## src/rtl/mux_arb_pkg.sv

```systemverilog
// Shared types and helpers for the 4-requester mux arbiter.
// Holds the requester count, select width, FSM state encoding and one-hot decode.
package mux_arb_pkg;

  localparam int NUM_REQ = 4;
  localparam int SEL_W   = 2;

  typedef enum logic [0:0] {
    ST_IDLE  = 1'b0,
    ST_GRANT = 1'b1
  } state_t;

  function automatic logic [NUM_REQ-1:0] onehot(input logic [SEL_W-1:0] sel);
    onehot = 4'b0001 << sel;
  endfunction

endpackage

```

## src/rtl/mux_4to1.sv

```systemverilog
// Plain 4:1 data mux; lane i is d[i*DATA_W +: DATA_W].
module mux_4to1 #(
  parameter int DATA_W = 1
) (
  input  logic [4*DATA_W-1:0] d,
  input  logic [1:0]          sel,
  output logic [DATA_W-1:0]   q
);

  // Lane select.
  always_comb begin
    case (sel)
      2'd0:    q = d[0*DATA_W +: DATA_W];
      2'd1:    q = d[1*DATA_W +: DATA_W];
      2'd2:    q = d[2*DATA_W +: DATA_W];
      2'd3:    q = d[3*DATA_W +: DATA_W];
      default: q = d[0*DATA_W +: DATA_W];
    endcase
  end

endmodule

```

## src/rtl/mux_arb_pick.sv

```systemverilog
// Combinational winner picker: lowest index in fixed mode, or the first
// requester after 'last' in round-robin mode.
module mux_arb_pick
  import mux_arb_pkg::*;
(
  input  logic [NUM_REQ-1:0] req,
  input  logic [SEL_W-1:0]   last,
  input  logic               mode,
  output logic               any,
  output logic [SEL_W-1:0]   win
);

  logic [SEL_W-1:0] idx_s;

  // Scan from lowest to highest priority so the last hit is the winner.
  always_comb begin
    any   = |req;
    win   = 2'd0;
    idx_s = 2'd0;
    if (mode) begin
      for (int k = NUM_REQ; k >= 1; k--) begin
        idx_s = last + SEL_W'(k);
        if (req[idx_s]) begin
          win = idx_s;
        end else begin
          win = win;
        end
      end
    end else begin
      for (int i = NUM_REQ - 1; i >= 0; i--) begin
        if (req[i]) begin
          win = SEL_W'(i);
        end else begin
          win = win;
        end
      end
    end
  end

endmodule

```

## src/rtl/mux_4to1_rr_arbiter.sv

```systemverilog
// Arbiter/sequencer in front of a shared 4:1 mux: fixed or round-robin pick,
// bounded burst per grant, valid/ready handshake to one consumer.
module mux_4to1_rr_arbiter
  import mux_arb_pkg::*;
#(
  parameter int DATA_W   = 1,
  parameter int HOLD_MAX = 4
) (
  input  logic                  clk,
  input  logic                  rst_n,
  input  logic [3:0]            req_in,
  input  logic [4*DATA_W-1:0]   d_in,
  input  logic                  prio_mode_in,
  input  logic                  ready_in,
  output logic [3:0]            gnt_out,
  output logic [1:0]            sel_out,
  output logic [DATA_W-1:0]     q_out,
  output logic                  valid_out,
  output logic                  busy_out
);

  localparam logic [3:0] HOLD_LIM = 4'(HOLD_MAX);

  state_t           state_r, state_n;
  logic [3:0]       gnt_r, gnt_n;
  logic [1:0]       sel_r, sel_n;
  logic [3:0]       count_r, count_n;
  logic [1:0]       last_r, last_n;

  logic             xfer_s;
  logic             release_s;
  logic [3:0]       pick_req_s;
  logic [1:0]       pick_last_s;
  logic             pick_any_s;
  logic [1:0]       pick_win_s;

  assign valid_out = (state_r == ST_GRANT) && req_in[sel_r];
  assign busy_out  = (state_r == ST_GRANT);
  assign gnt_out   = gnt_r;
  assign sel_out   = sel_r;
  assign xfer_s    = valid_out && ready_in;

  // Release on a dropped request (no transfer possible) or on the burst-ending transfer.
  assign release_s = (state_r == ST_GRANT) &&
                     (!req_in[sel_r] || (xfer_s && (count_r + 4'd1 >= HOLD_LIM)));

  // One picker serves both the idle pick and the release pick; on release the
  // current holder is masked out and the scan starts just after it.
  assign pick_req_s  = (state_r == ST_GRANT) ? (req_in & ~onehot(sel_r)) : req_in;
  assign pick_last_s = (state_r == ST_GRANT) ? sel_r : last_r;

  mux_arb_pick u_pick (
    .req  (pick_req_s),
    .last (pick_last_s),
    .mode (prio_mode_in),
    .any  (pick_any_s),
    .win  (pick_win_s)
  );

  mux_4to1 #(.DATA_W(DATA_W)) u_mux (
    .d   (d_in),
    .sel (sel_r),
    .q   (q_out)
  );

  // Next-state and next-grant logic.
  always_comb begin
    state_n = state_r;
    gnt_n   = gnt_r;
    sel_n   = sel_r;
    count_n = count_r;
    last_n  = last_r;
    case (state_r)
      ST_IDLE: begin
        if (pick_any_s) begin
          state_n = ST_GRANT;
          gnt_n   = onehot(pick_win_s);
          sel_n   = pick_win_s;
          count_n = 4'd0;
        end else begin
          state_n = ST_IDLE;
          gnt_n   = 4'b0000;
        end
      end
      ST_GRANT: begin
        if (release_s) begin
          last_n  = sel_r;
          count_n = 4'd0;
          if (pick_any_s) begin
            state_n = ST_GRANT;
            gnt_n   = onehot(pick_win_s);
            sel_n   = pick_win_s;
          end else begin
            state_n = ST_IDLE;
            gnt_n   = 4'b0000;
          end
        end else if (xfer_s) begin
          if (count_r < HOLD_LIM) begin
            count_n = count_r + 4'd1;
          end else begin
            count_n = count_r;
          end
        end else begin
          count_n = count_r;
        end
      end
      default: begin
        state_n = ST_IDLE;
        gnt_n   = 4'b0000;
        sel_n   = 2'd0;
        count_n = 4'd0;
      end
    endcase
  end

  // Arbiter state registers; last_r resets to 3 so round-robin starts at requester 0.
  always_ff @(posedge clk or negedge rst_n) begin
    if (!rst_n) begin
      state_r <= ST_IDLE;
      gnt_r   <= 4'b0000;
      sel_r   <= 2'd0;
      count_r <= 4'd0;
      last_r  <= 2'd3;
    end else begin
      state_r <= state_n;
      gnt_r   <= gnt_n;
      sel_r   <= sel_n;
      count_r <= count_n;
      last_r  <= last_n;
    end
  end

endmodule
```

## config.mk

```make
export PLATFORM = sky130hd
export DESIGN_NAME = mux_4to1_rr_arbiter
export DESIGN_NICKNAME = d
export VERILOG_FILES = /design/src/rtl/mux_arb_pkg.sv /design/src/rtl/mux_4to1.sv /design/src/rtl/mux_arb_pick.sv /design/src/rtl/mux_4to1_rr_arbiter.sv
export SDC_FILE = /design/constraint.sdc
export NUM_CORES = 1
export LEC_CHECK = 0
export ABC_AREA = 1
export CAP_MARGIN = 30
export CORE_MARGIN = 1.5
export CORE_UTILIZATION = 54
export DETAILED_ROUTE_END_ITERATION = 8
export GPL_TIMING_DRIVEN = 1
export PLACE_DENSITY = 0.92
export SLEW_MARGIN = 20
export SYNTH_ARGS = -nofsm -noshare
export SYNTH_HDL_FRONTEND = slang
export SYNTH_SLANG_ARGS = --single-unit
```

## constraint.sdc

```tcl
create_clock -name clk -period 2.9 [get_ports clk]
set_input_delay 0.29 -clock clk [delete_from_list [all_inputs] [get_ports clk]]
set_output_delay 0.29 -clock clk [all_outputs]
set_load 0.01 [all_outputs]
```

# Word level (Yosys, flattened, before mapping)
# Index checks and enable logic that the tools add are counted.
# word_totals
wordCells	74
output_inout_bits	9
inputBits	12
reg_bits	13
# op_classes
magnitude_cmp	7
n_reduce_logical	10
n_eq_ne	7
bitwise	3
add_sub_neg	4
n_shift	2
n_mux	36
# op_table
op	n
$mux 4	7
$mux 2	12
$pmux 4 s2	2
$lt 2x3->1 const B	5
$bmux 1 s2	5
$shl 1x2->4 const A	2
$mux 1	7
$ne 3x1->1 const B	2
$add 2x2->2 const B	2
$add 4x1->4 const B	1
$and 4x4->4	1
$eq 2x2->1 const B	2
$ge 4x3->1 const B	1
$logic_and 1x1->1	4
$lt 4x3->1 const B	1
$not 4->4	1
$pmux 1 s4	1
$pmux 2 s2	1
$reduce_or 4->1	1
$reduce_and 3->1	1
$add 2x1->2 const B	1
$eq 2x1->1 const B	1
$logic_not 2->1	1
$ne 2x1->1 const B	1
6 further kinds	6

# Logic depth before layout (Yosys ltp)
# Gate-level depths: netlist of run 1.
# depth
depth_word	15
ltp_mapped	16
depth_no_buf	15

# By module
# A second synthesis of run 1 with hierarchy kept.
# unflattened
hier_cells	173
area_unflattened_um2	1119.8
# modules_own_cells
module	area_each_um2	instances	cells_per_inst	seq_area_each_um2
mux_4to1_rr_arbiter	745.7	1	99	327.8
mux_arb_pick	322.8	1	61	0.0
mux_4to1	51.3	1	13	0.0

# Worst setup path after synthesis of run 1
# OpenSTA, ideal clock, no wires.
# synth_timing
path_type	register to register
from	reg last_r[0]
to	reg gnt_r[3] (netlist: gnt_out[3])
path_stages_with_launch	14
arrival_time_ns	1.551
required_time_ns	2.784
path_buffers	0
slack_ns	1.232
synth_period_minus_slack_ns	1.668
setup_ns	0.116
path_cell_list	dfstp_2 inv_1 nor2_1 nor2_8 nand2_1 nand2_1 nand2_2 nand3_1 nand2_1 nand2_1 a21oi_1 nor2_1 nand2_1 nand2_1
# synth_between
elab_chain_len	12
elab_cells_between_ends	21
classes_between	add/sub: 3; shift: 1; mux: 17
# synth_lines
item	line	rtl
start, declared	mux_4to1_rr_arbiter.sv:28	logic [1:0] last_r, last_n;
start signal, assigned	mux_4to1_rr_arbiter.sv:129	last_r <= last_n;
$mux 2 *	mux_4to1_rr_arbiter.sv:50	assign pick_last_s = (state_r == ST_GRANT) ? sel_r : last_r;
$add 2x2->2 / $bmux 1 s2 (equally long branches)	mux_arb_pick.sv:22, mux_arb_pick.sv:23	
$bmux 1 s2 / $mux 1 (equally long branches)	mux_arb_pick.sv:23	if (req[idx_s]) begin
$mux 1 (implied by the code) / $mux 2 (equally long branches)	mux_arb_pick.sv:23	
$mux 2 (2 in a row)	mux_arb_pick.sv:23	
$mux 2 *	mux_arb_pick.sv:23	
$mux 2 *	mux_arb_pick.sv:20	if (mode) begin
$shl 1x2->4 *	mux_arb_pkg.sv:14	onehot = 4'b0001 << sel;
$mux 4 *	mux_4to1_rr_arbiter.sv:75, mux_4to1_rr_arbiter.sv:89	
$mux 4	mux_4to1_rr_arbiter.sv:86	if (release_s) begin
$pmux 4 s2 *	mux_4to1_rr_arbiter.sv:73	case (state_r)
end signal, assigned	mux_4to1_rr_arbiter.sv:126	gnt_r <= gnt_n;
end, declared	mux_4to1_rr_arbiter.sv:25	logic [3:0] gnt_r, gnt_n;
# Mark *: on every way between the ends. The rest lies on a longest branch, timed or not. The select of a mux whose other input is x is not followed.
# A chain may end at the register's enable or synchronous reset.

# Worst setup path in the final report of run 1
# layout_timing
from	reg sel_r[0] (netlist: sel_out[0])
to	out valid_out
# layout_between
elab_chain_len	3
# layout_lines
item	line	rtl
start, declared	mux_4to1_rr_arbiter.sv:26	logic [1:0] sel_r, sel_n;
start signal, assigned	mux_4to1_rr_arbiter.sv:127	sel_r <= sel_n;
$bmux 1 s2	mux_4to1_rr_arbiter.sv:37	assign valid_out = (state_r == ST_GRANT) && req_in[sel_r];
$mux 1 (implied by the code)	mux_4to1_rr_arbiter.sv:37	
$logic_and 1x1->1	mux_4to1_rr_arbiter.sv:37	
end, declared	mux_4to1_rr_arbiter.sv:18	output logic valid_out,
# No other way between the ends. The select of a mux whose other input is x is not followed.

==> results of run 1 <==
[worst reg2reg max path, stage by stage, from the launching register on]
cell and delay, ns:
dfrtp_1 0.64, nand2_2 0.15, o21ai_1 0.27, nand2_1 0.10
nor2_2 0.19, a21oi_1 0.11, a21oi_2 0.14, nor2_1 0.11
o21a_1 0.18
[metrics by stage]
stage | cell area [um^2] | hold WS, ns | power (mW)
floorplan | 1040 | -0.00559 | 1.12
global placement | 1240 | 0.467 | 1.33
detailed placement | 1240 | 0.467 | 1.38
CTS | 1260 | 0.379 | 1.50
global route | 1260 | 0.409 | 1.66
finish | 1260 | 0.362 | 1.49
[power by group through the flow]
stage          sequential [mW]  combinational [mW]  clock [mW]
2_1_floorplan            0.311               0.809           0
3_3_place_gp             0.342               0.990           0
3_5_place_dp             0.346                1.03           0
4_1_cts                  0.344                1.04       0.115
5_1_grt                  0.352                1.18       0.124
6_report                 0.345                1.04       0.111
[flip-flops by register name (all words and copies together), names as in the netlist]
signal	cells
count_r	4
sel_out	2
gnt_out	4
last_r	2
busy_out	1
[area by class of cell]
| cell class | instances | share of cell area [%] |
|---|---|---|
| clock buffer | 4 | 2.08 |
| inverter | 17 | 5.05 |
| multi-input combinational | 129 | 48.6 |
| sequential | 13 | 25.9 |
| tap | 25 | 2.48 |
| timing repair buffer | 20 | 15.8 |
[final timing paths]
check                            from    endpoint  slack [ns]  cells after the start
hold / removal                  rst_n  gnt_out[3]        0.36                      1
min in group clk           gnt_out[1]  gnt_out[1]        0.49                      2
setup reg to reg             busy_out  count_r[0]        0.90                      8
setup / recovery           sel_out[0]   valid_out        0.70                      6
max in group asynchronous       rst_n   last_r[0]        2.17                      1
hold reg to reg            gnt_out[1]  gnt_out[1]        0.49                      2
[cells by family after synthesis]
| group | after synthesis | synth area share (%) |
|---|---|---|
| XOR/XNOR | 1 | 0.846 |
| AO/OA/AOI/OAI | 15 | 8.21 |
| AND/OR/NAND/NOR | 112 | 49.0 |
| adder cells (fa/ha/maj) | 1 | 1.21 |
| flip-flops | 13 | 31.6 |
| buffers and inverters | 20 | 9.06 |
[layer usage]
layer,vias to the layer above,GRT usage [%]
li1,562,-
met1,481,31.6
met2,32,45.5
met3,2,3.46
met4,0,7.22
met5,-,0
[placed cells by master (no fill, tap or decap)]
cell,Yosys,layout
nand2_1,65,65
clkdlybuf4s50_1,0,20
nand3_1,19,19
inv_1,11,11
dfrtp_1,11,11
nor2_1,8,8
a21oi_1,7,7
nand2_2,7,7
nor2_2,6,6
inv_2,6,6
nand4_1,5,5
o21ai_0,3,3
clkbuf_4,0,3
o21ai_1,2,2
dfstp_2,2,2
xnor2_1,1,1
a21oi_2,1,1
o21a_1,1,1
nor2_8,1,1
o21ai_2,1,1
and2_1,1,1
ha_1,1,1
clkbuf_1,0,1
==> results.ini, run 1 <==
[worst_setup_path]
crit_arrival_ns = 1.91
crit_slowest_cell = clkdlybuf4s50_1
path_delay_family = buffers and inverters
cp_cell_sequence = inv_2 > nand2_1 > a21oi_1 > nor2_1 > nor2_2 > clkdlybuf4s50_1
cpPeakStageDelay_ns = 0.56
crit_buf_inv = 2
critPathRequiredTime_ns = 2.61
critPathKind = reg -> out
worst-path-max-fanout = 11
worstSetupEndpointType = primary output
start_kind = register

[drt]
drt_first_pass_iters = 4
wl_met3_um = 112
vias = 1077
ant_nets = 0
wirelength_um = 2360
routedWlPerCell_um = 11.3
drtIter0Drc = 26
drc = 0
routed.top_layer = met4
met2_length_um = 1160
wl_met1_um = 1070
via_per_inst = 5.18

[grt]
grt_usage_pct = 25.3
antenna_found_initial = 0
overflow = 0
grt_pass1_vias = 994
grt_first_pass_wirelength_um = 4000
grt_max_degree = 14

[clocking]
cts.clk_slew.worst_paths_ns = 0.08
cts_root_buffer = clkbuf_4
cts_resized = 0
cts_sinks = 13
h-tree-depth = 1
clk_path_buf_depth = 2
cts_tree = done
post_cts_buffers = 0
hold_buffers = 0
cts_buffers = 3
clk_latency_ns = 0.28

[sta]
finalWorstSetupSlack_ns = 0.701
setup_viol = 0
hold_viol_final = 0
setup-tns-final_ns = 0
skew_ns = 0.00400
fin_crit_ns = 2.20
grt_setup_unrepaired = false
max_freq_ghz = 0.455
maxSlewHeadroom_pct = 63.8
tightest_slew_ns = 0.541
final.period_utilization_pct = 75.8
slew_viol_final = 0

[finish]
seq_area_um2 = 328
drive_above_1_share_pct = 14.8
final.fill_count = 160
synthToLayoutAreaGrowth_pct = 22.0
diodes = 0
final_cells = 208
fin_util_pct = 71.6
multiInputGateArea_um2 = 614
layout.nets = 197

[die]
rows = 15
core_area_um2 = 1760
die-area_um2 = 2190
dieHeight_um = 46.8
fp.dieW_um = 46.8
ios = 21
initial_core_util_pct = 58.7

[synth]
yosys_warnings = 0
syn_avg_cell_area_um2 = 6.40
synth_largest_area_cell = dfrtp_1
synth.top_cell.area_share_pct = 26.6
yosysMostFrequentCell = nand2_1
synthCells = 162
ys_seq_elements = 13
synth_nets = 175
ys.flop_type = dfrtp_1
synth.cell_area_um2 = 1040
synthTopCellsByCount = nand2_1, nand3_1, dfrtp_1, inv_1, nor2_1
synth_area_leaders = dfrtp_1, nand2_1, nand3_1
synth_edf_count = 0
synth_cell_types = 22
synth_seq_area_share_pct = 31.6
async_flop_share_pct = 100

[min_path]
hold_path.class = in -> async

[place]
port_buffers = 20
pre_cts_ws_ns = 0.821
place.gp.congestion = 0.889
place_inst = 204
dp_hpwl_um = 1890

[pwr]
leakage_nw = 0.655
power_frac_comb_pct = 69.4
power-per-cell-area_nw_per_um2 = 1180
switchingPower_mw = 0.782
internal_power_mw = 0.711
swShare_pct = 52.4
ir_worst_vdd_mv = 0.692
p_seq_share_pct = 23.1
clkPwrFrac_pct = 7.5

[run]
drv_cap = 0

[outcome]
status = complete, no violations

Power figures use the tool's default switching activity.
==> run 2, diff against run 1 <==
--- a/config.mk
+++ b/config.mk
@@ -8,10 +8,10 @@
 export ABC_AREA = 1
 export CAP_MARGIN = 30
 export CORE_MARGIN = 1.5
-export CORE_UTILIZATION = 54
+export CORE_UTILIZATION = 50
 export DETAILED_ROUTE_END_ITERATION = 8
 export GPL_TIMING_DRIVEN = 1
-export PLACE_DENSITY = 0.92
+export PLACE_DENSITY = 0.87
 export SLEW_MARGIN = 20
 export SYNTH_ARGS = -nofsm -noshare
 export SYNTH_HDL_FRONTEND = slang
==> constraint.sdc (replaced) <==
create_clock -name clk -period 2.2 [get_ports clk]
set_input_delay 0.22 -clock clk [delete_from_list [all_inputs] [get_ports clk]]
set_output_delay 0.22 -clock clk [all_outputs]
set_load 0.01 [all_outputs]
==> run 2 against run 1 <==
Net effect:
- critical path depth unchanged
- utilization is 6.8 points lower
- global-route usage shrank 2.1 points
- final cell count grew 0.96%
- first-iteration DRC count shrank 3.8%
- clock skew rose by 0.0071 ns
- hold slack lost 0.078 ns
- wire length is 6.7% higher
- non-clock buffer count is the same
- die area rose by 7.5%
- largest power group unchanged
- sequential power rose by 34%
- largest cell class unchanged
==> results.ini, run 2 (synthesis results as in run 1) <==
[clocking]
clk_latency_ns = 0.29  ; was 0.28 ns
h-tree-depth = 1  ; unchanged
cts_tree = done  ; unchanged
cts_buffers = 3  ; unchanged
clk_path_buf_depth = 2  ; unchanged
cts.clk_slew.worst_paths_ns = 0.09  ; was 0.08 ns
cts_root_buffer = clkbuf_4  ; unchanged
cts_sinks = 13  ; unchanged

[drt]
via_per_inst = 5.24  ; was 5.18
wl_met3_um = 142  ; was 112 um
vias = 1101  ; was 1077
routed.top_layer = met4  ; unchanged
routedWlPerCell_um = 12.0  ; was 11.3 um
wirelength_um = 2510  ; was 2360 um
wl_met1_um = 1140  ; was 1070 um
ant_nets = 0  ; unchanged
drt_first_pass_iters = 4  ; unchanged
drtIter0Drc = 25  ; was 26
drc = 0  ; unchanged
met2_length_um = 1190  ; was 1160 um

[grt]
grt_max_degree = 14  ; unchanged
grt_usage_pct = 23.2  ; was 25.3%
grt_pass1_vias = 1022  ; was 994
antenna_found_initial = 0  ; unchanged
grt_first_pass_wirelength_um = 4370  ; was 4000 um
overflow = 0  ; unchanged

[worst_setup_path]
reg2reg_from = last_r[0]  ; was busy_out
critPathKind = reg -> out  ; unchanged
crit_start = sel_out[0]  ; unchanged
crit_arrival_ns = 1.84  ; was 1.91 ns
worst-path-max-fanout = 11  ; unchanged
critPathRequiredTime_ns = 1.98  ; was 2.61 ns
start_kind = register  ; unchanged
worstSetupEndpointType = primary output  ; unchanged

[die]
fp.dieW_um = 48.5  ; was 46.8 um
die-area_um2 = 2350  ; was 2190 um^2
core_area_um2 = 1960  ; was 1760 um^2
initial_core_util_pct = 52.8  ; was 58.7%
dieHeight_um = 48.5  ; was 46.8 um
ios = 21  ; unchanged
rows = 16  ; was 15

[min_path]
hold_path.class = in -> async  ; unchanged

[pwr]
ir_worst_vdd_mv = 0.722  ; was 0.692 mV
leakage_nw = 0.655  ; about the same
power_mw = 1.99  ; was 1.49 mW
power-per-cell-area_nw_per_um2 = 1560  ; was 1180 nW/um^2

[place]
place_area_um2 = 1240  ; about the same
dp_hpwl_um = 1880  ; was 1890 um
port_buffers = 20  ; unchanged
pre_cts_ws_ns = 0.245  ; was 0.821 ns
place.gp.congestion = 0.859  ; was 0.889

[sta]
slew_viol_final = 0  ; unchanged
grt_setup_unrepaired = false  ; unchanged
finalWorstSetupSlack_ns = 0.137  ; was 0.701 ns
maxSlewHeadroom_pct = 61.7  ; was 63.8%
skew_ns = 0.0111  ; was 0.00400 ns
max_freq_ghz = 0.485
setup_viol = 0  ; unchanged
fin_crit_ns = 2.06
tightest_slew_ns = 0.572  ; was 0.541 ns
final.period_utilization_pct = 93.8
hold_viol_final = 0  ; unchanged
setup-tns-final_ns = 0  ; unchanged

[run]
drv_cap = 0  ; unchanged

[finish]
synthToLayoutAreaGrowth_pct = 22.7  ; was 22.0%
fin_area_um2 = 1270  ; was 1260 um^2
diodes = 0  ; unchanged
final_cell_mix = nand2_1, clkdlybuf4s50_1, nand3_1  ; unchanged
fin_util_pct = 64.8  ; was 71.6%
drive_above_1_share_pct = 16.9  ; was 14.8%
final.fill_count = 192  ; was 160
final_common_cell = nand2_1  ; unchanged
layout.nets = 197  ; unchanged

[outcome]
status = complete, no violations  ; unchanged

run 2: changes by cell type in the layout (fill, tap and decap cells not counted), sizes merged:
cell    before  now
clkinv       0    1
clkbuf       4    3
run 2: power breakdown:
group / switching [mW] / internal (mW) / total (mW) / leakage [nW]
Clock: 0.0879 / 0.0677 / 0.156 / 0.0177
Combinational: 0.839 / 0.530 / 1.37 / 0.479
Sequential: 0.119 / 0.342 / 0.461 / 0.158
run 2: worst max-delay path: stages, from the launching register on:
cell             delay [ns]
dfrtp_2                0.50
inv_2                  0.09
nand2_1                0.05
a21oi_1                0.13
nor2_1                 0.08
nor2_2                 0.15
clkdlybuf4s50_1        0.56
run 2: repair_timing:
item	4_1_cts	5_1_grt
setup buffers	0	0
hold buffers	0	0
gates resized for setup	0	3
setup endpoints to repair	0	3
run 2: path summary, 6_finish.rpt:
| path | endpoint | slack, ns | cells past startpoint |
|---|---|---|---|
| min in group clk | gnt_out[1] | 0.49 | 2 |
| hold reg to reg | gnt_out[1] | 0.49 | 2 |
| hold / removal | count_r[3] | 0.28 | 1 |
| setup / recovery | valid_out | 0.14 | 6 |
| max in group asynchronous | sel_out[0] | 1.50 | 1 |
| setup reg to reg | gnt_out[3] | 0.27 | 13 |
run 2: cell type report:
cell class / instances / area (um^2) / area share (%)
clock inverter: 1 / 5.00 / 0.394
clock buffer: 3 / 22.5 / 1.77
sequential: 13 / 332 / 26.1
timing repair buffer: 20 / 200 / 15.7
tap: 27 / 33.8 / 2.66
inverter: 17 / 63.8 / 5.02
multi-input combinational: 129 / 614 / 48.3
run 2: layer usage:
layer  GRT usage [%]  vias up
li1                -      555
met1            28.3      502
met2            39.6       39
met3            4.32        5
met4            10.5        0
met5               0        -
run 2: metrics by stage:
step	hold slack, ns	std cells
5_1_grt	0.339	210
3_3_place_gp	0.466	206
6_report	0.284	210
3_5_place_dp	0.472	206
2_1_floorplan	-0.0756	162
4_1_cts	0.307	210
==> run 3, diff against run 2 <==
--- a/config.mk
+++ b/config.mk
@@ -12,6 +12,7 @@
 export DETAILED_ROUTE_END_ITERATION = 8
 export GPL_TIMING_DRIVEN = 1
 export PLACE_DENSITY = 0.87
+export RECOVER_POWER = 100
 export SLEW_MARGIN = 20
 export SYNTH_ARGS = -nofsm -noshare
 export SYNTH_HDL_FRONTEND = slang
==> run 3 against run 2 <==
Net effect:
- count of clock-buffer cells in the layout stayed put
- worst setup slack worse by 0.040 ns
- utilization is 0.51 points lower
- final area is 0.79% lower
- maximum frequency is 1.9% lower
- largest power group unchanged
- critical endpoint unchanged
- first-iteration DRC count is 4.0% lower
- register-to-register slack worse by 0.08 ns
==> results.ini, run 3 (synthesis results as in run 1) <==
[outcome]
status = complete, no violations  ; unchanged

[worst_setup_path]
start_kind = register  ; unchanged
crit_buf_inv = 1  ; was 2
path_delay_family = buffers and inverters  ; unchanged
worstSetupEndpointType = primary output  ; unchanged
cpPeakStageDelay_ns = 0.56  ; about the same
path_depth = 6  ; unchanged
reg2reg_depth = 13  ; unchanged
crit_slowest_cell = clkdlybuf4s50_1  ; unchanged
endpoint = valid_out  ; unchanged
critPathKind = reg -> out  ; unchanged
reg2reg_to = sel_out[0]  ; was gnt_out[3]
cp_cell_sequence = nor2_1 > nand2_1 > nand2_1 > nor2_1 > nor2_2 > clkdlybuf4s50_1  ; was inv_2 > nand2_1 > a21oi_1 > nor2_1 > nor2_2 > clkdlybuf4s50_1
critPathRequiredTime_ns = 1.98  ; about the same
regToRegSetupSlack_ns = 0.19  ; was 0.27 ns
worst-path-max-fanout = 10  ; was 11
reg2reg_from = busy_out  ; was last_r[0]
crit_arrival_ns = 1.88  ; was 1.84 ns
crit_start = sel_out[1]  ; was sel_out[0]

[sta]
setup-tns-final_ns = 0  ; unchanged
fin_crit_ns = 2.10  ; was 2.06 ns
final.period_utilization_pct = 95.6  ; was 93.8%
setup_viol = 0  ; unchanged
maxSlewHeadroom_pct = 61.1  ; was 61.7%
hold_viol_final = 0  ; unchanged
skew_ns = 0.00662  ; was 0.0111 ns
grt_setup_unrepaired = false  ; unchanged
tightest_slew_ns = 0.581  ; was 0.572 ns
slew_viol_final = 0  ; unchanged
max_freq_ghz = 0.475  ; was 0.485 GHz

[pwr]
ir_worst_vdd_mv = 0.718  ; was 0.722 mV
power-per-cell-area_nw_per_um2 = 1540  ; was 1560 nW/um^2
leakage_nw = 0.661  ; was 0.655 nW

[finish]
fin_area_um2 = 1260  ; was 1270 um^2
synthToLayoutAreaGrowth_pct = 21.7  ; was 22.7%
drive_above_1_share_pct = 14.8  ; was 16.9%
final_common_cell = nand2_1  ; unchanged
final_cells = 210  ; unchanged
diodes = 0  ; unchanged
layout.nets = 197  ; unchanged
final_cell_mix = nand2_1, nand3_1, clkdlybuf4s50_1  ; was nand2_1, clkdlybuf4s50_1, nand3_1

[drt]
vias = 1094  ; was 1101
drc = 0  ; unchanged
drt_first_pass_iters = 4  ; unchanged
drtIter0Drc = 24  ; was 25
ant_nets = 0  ; unchanged
via_per_inst = 5.21  ; was 5.24
wirelength_um = 2490  ; was 2510 um
routedWlPerCell_um = 11.8  ; was 12.0 um

[die]
ios = 21  ; unchanged
fp.dieW_um = 48.5  ; unchanged
die-area_um2 = 2350  ; unchanged
rows = 16  ; unchanged
initial_core_util_pct = 52.8  ; unchanged
core_area_um2 = 1960  ; unchanged
dieHeight_um = 48.5  ; unchanged

[clocking]
h-tree-depth = 1  ; unchanged
cts.clk_slew.worst_paths_ns = 0.09  ; about the same
cts_sinks = 13  ; unchanged
cts_tree = done  ; unchanged
cts_root_buffer = clkbuf_4  ; unchanged
clk_latency_ns = 0.29  ; about the same
hold_buffers = 0  ; unchanged
cts_buffers = 3  ; unchanged
clk_path_buf_depth = 2  ; unchanged

[grt]
grt_usage_pct = 23.2  ; unchanged
overflow = 0  ; unchanged
grt_max_degree = 14  ; unchanged
antenna_found_initial = 0  ; unchanged
grt_first_pass_wirelength_um = 4370  ; unchanged
grt_pass1_vias = 1022  ; unchanged

[place]
place.gp.congestion = 0.859  ; unchanged
dp_hpwl_um = 1880  ; unchanged
place_inst = 206  ; unchanged
port_buffers = 20  ; unchanged
place_area_um2 = 1240  ; unchanged

[min_path]
hold_path.class = in -> async  ; unchanged

[run]
drv_cap = 0  ; unchanged

run 3: metrics by stage:
step / utilization [%] / total power [mW] / hold slack (ns) / worst slack [ns]
after floorplan: - / 1.48 / -0.0756 / 0.532
after global placement: 63.2 / 1.76 / 0.466 / 0.286
after detailed placement: 63.2 / 1.80 / 0.472 / 0.245
after CTS: 64.6 / 1.96 / 0.307 / 0.0627
after global routing: 64.3 / 2.15 / 0.408 / 0.00885
final: 64.3 / 1.95 / 0.356 / 0.0968
run 3: layer usage:
metal  track usage [%]  up-vias  share of wire, %
met5                 0        -                 0
met4              10.5        0               1.7
met3              4.32        5               5.5
met2              39.6       39                47
met1              28.3      494                46
li1                  -      556                 -
run 3: power breakdown:
part	total (mW)	internal [mW]	switching, mW
sequential	0.455	0.342	0.113
combinational	1.33	0.509	0.824
clock	0.159	0.0678	0.0909
total	1.95	0.918	1.03
run 3: how the worst min path moves through the flow:
stage	endpoint	cells past startpoint
6_report	count_r[3]	1
5_1_grt	count_r[2]	1
4_1_cts	count_r[2]	1
3_5_place_dp	gnt_out[1]	2
3_3_place_gp	gnt_out[1]	2
2_1_floorplan	busy_out	0
run 3: area by class of cell:
class                   count  area [um^2]
fillers                   194          701
multi-input cells         129          604
flip-flops and latches     13          332
repair buffers             20          200
inverters                  17         63.8
well taps                  27         33.8
clock buffers               3         22.5
clock inverters             1         5.00
run 3: what timing repair did:
action	4_1_cts	5_1_grt
gates resized for setup	0	3
setup endpoints to repair	0	3
setup buffers	0	0
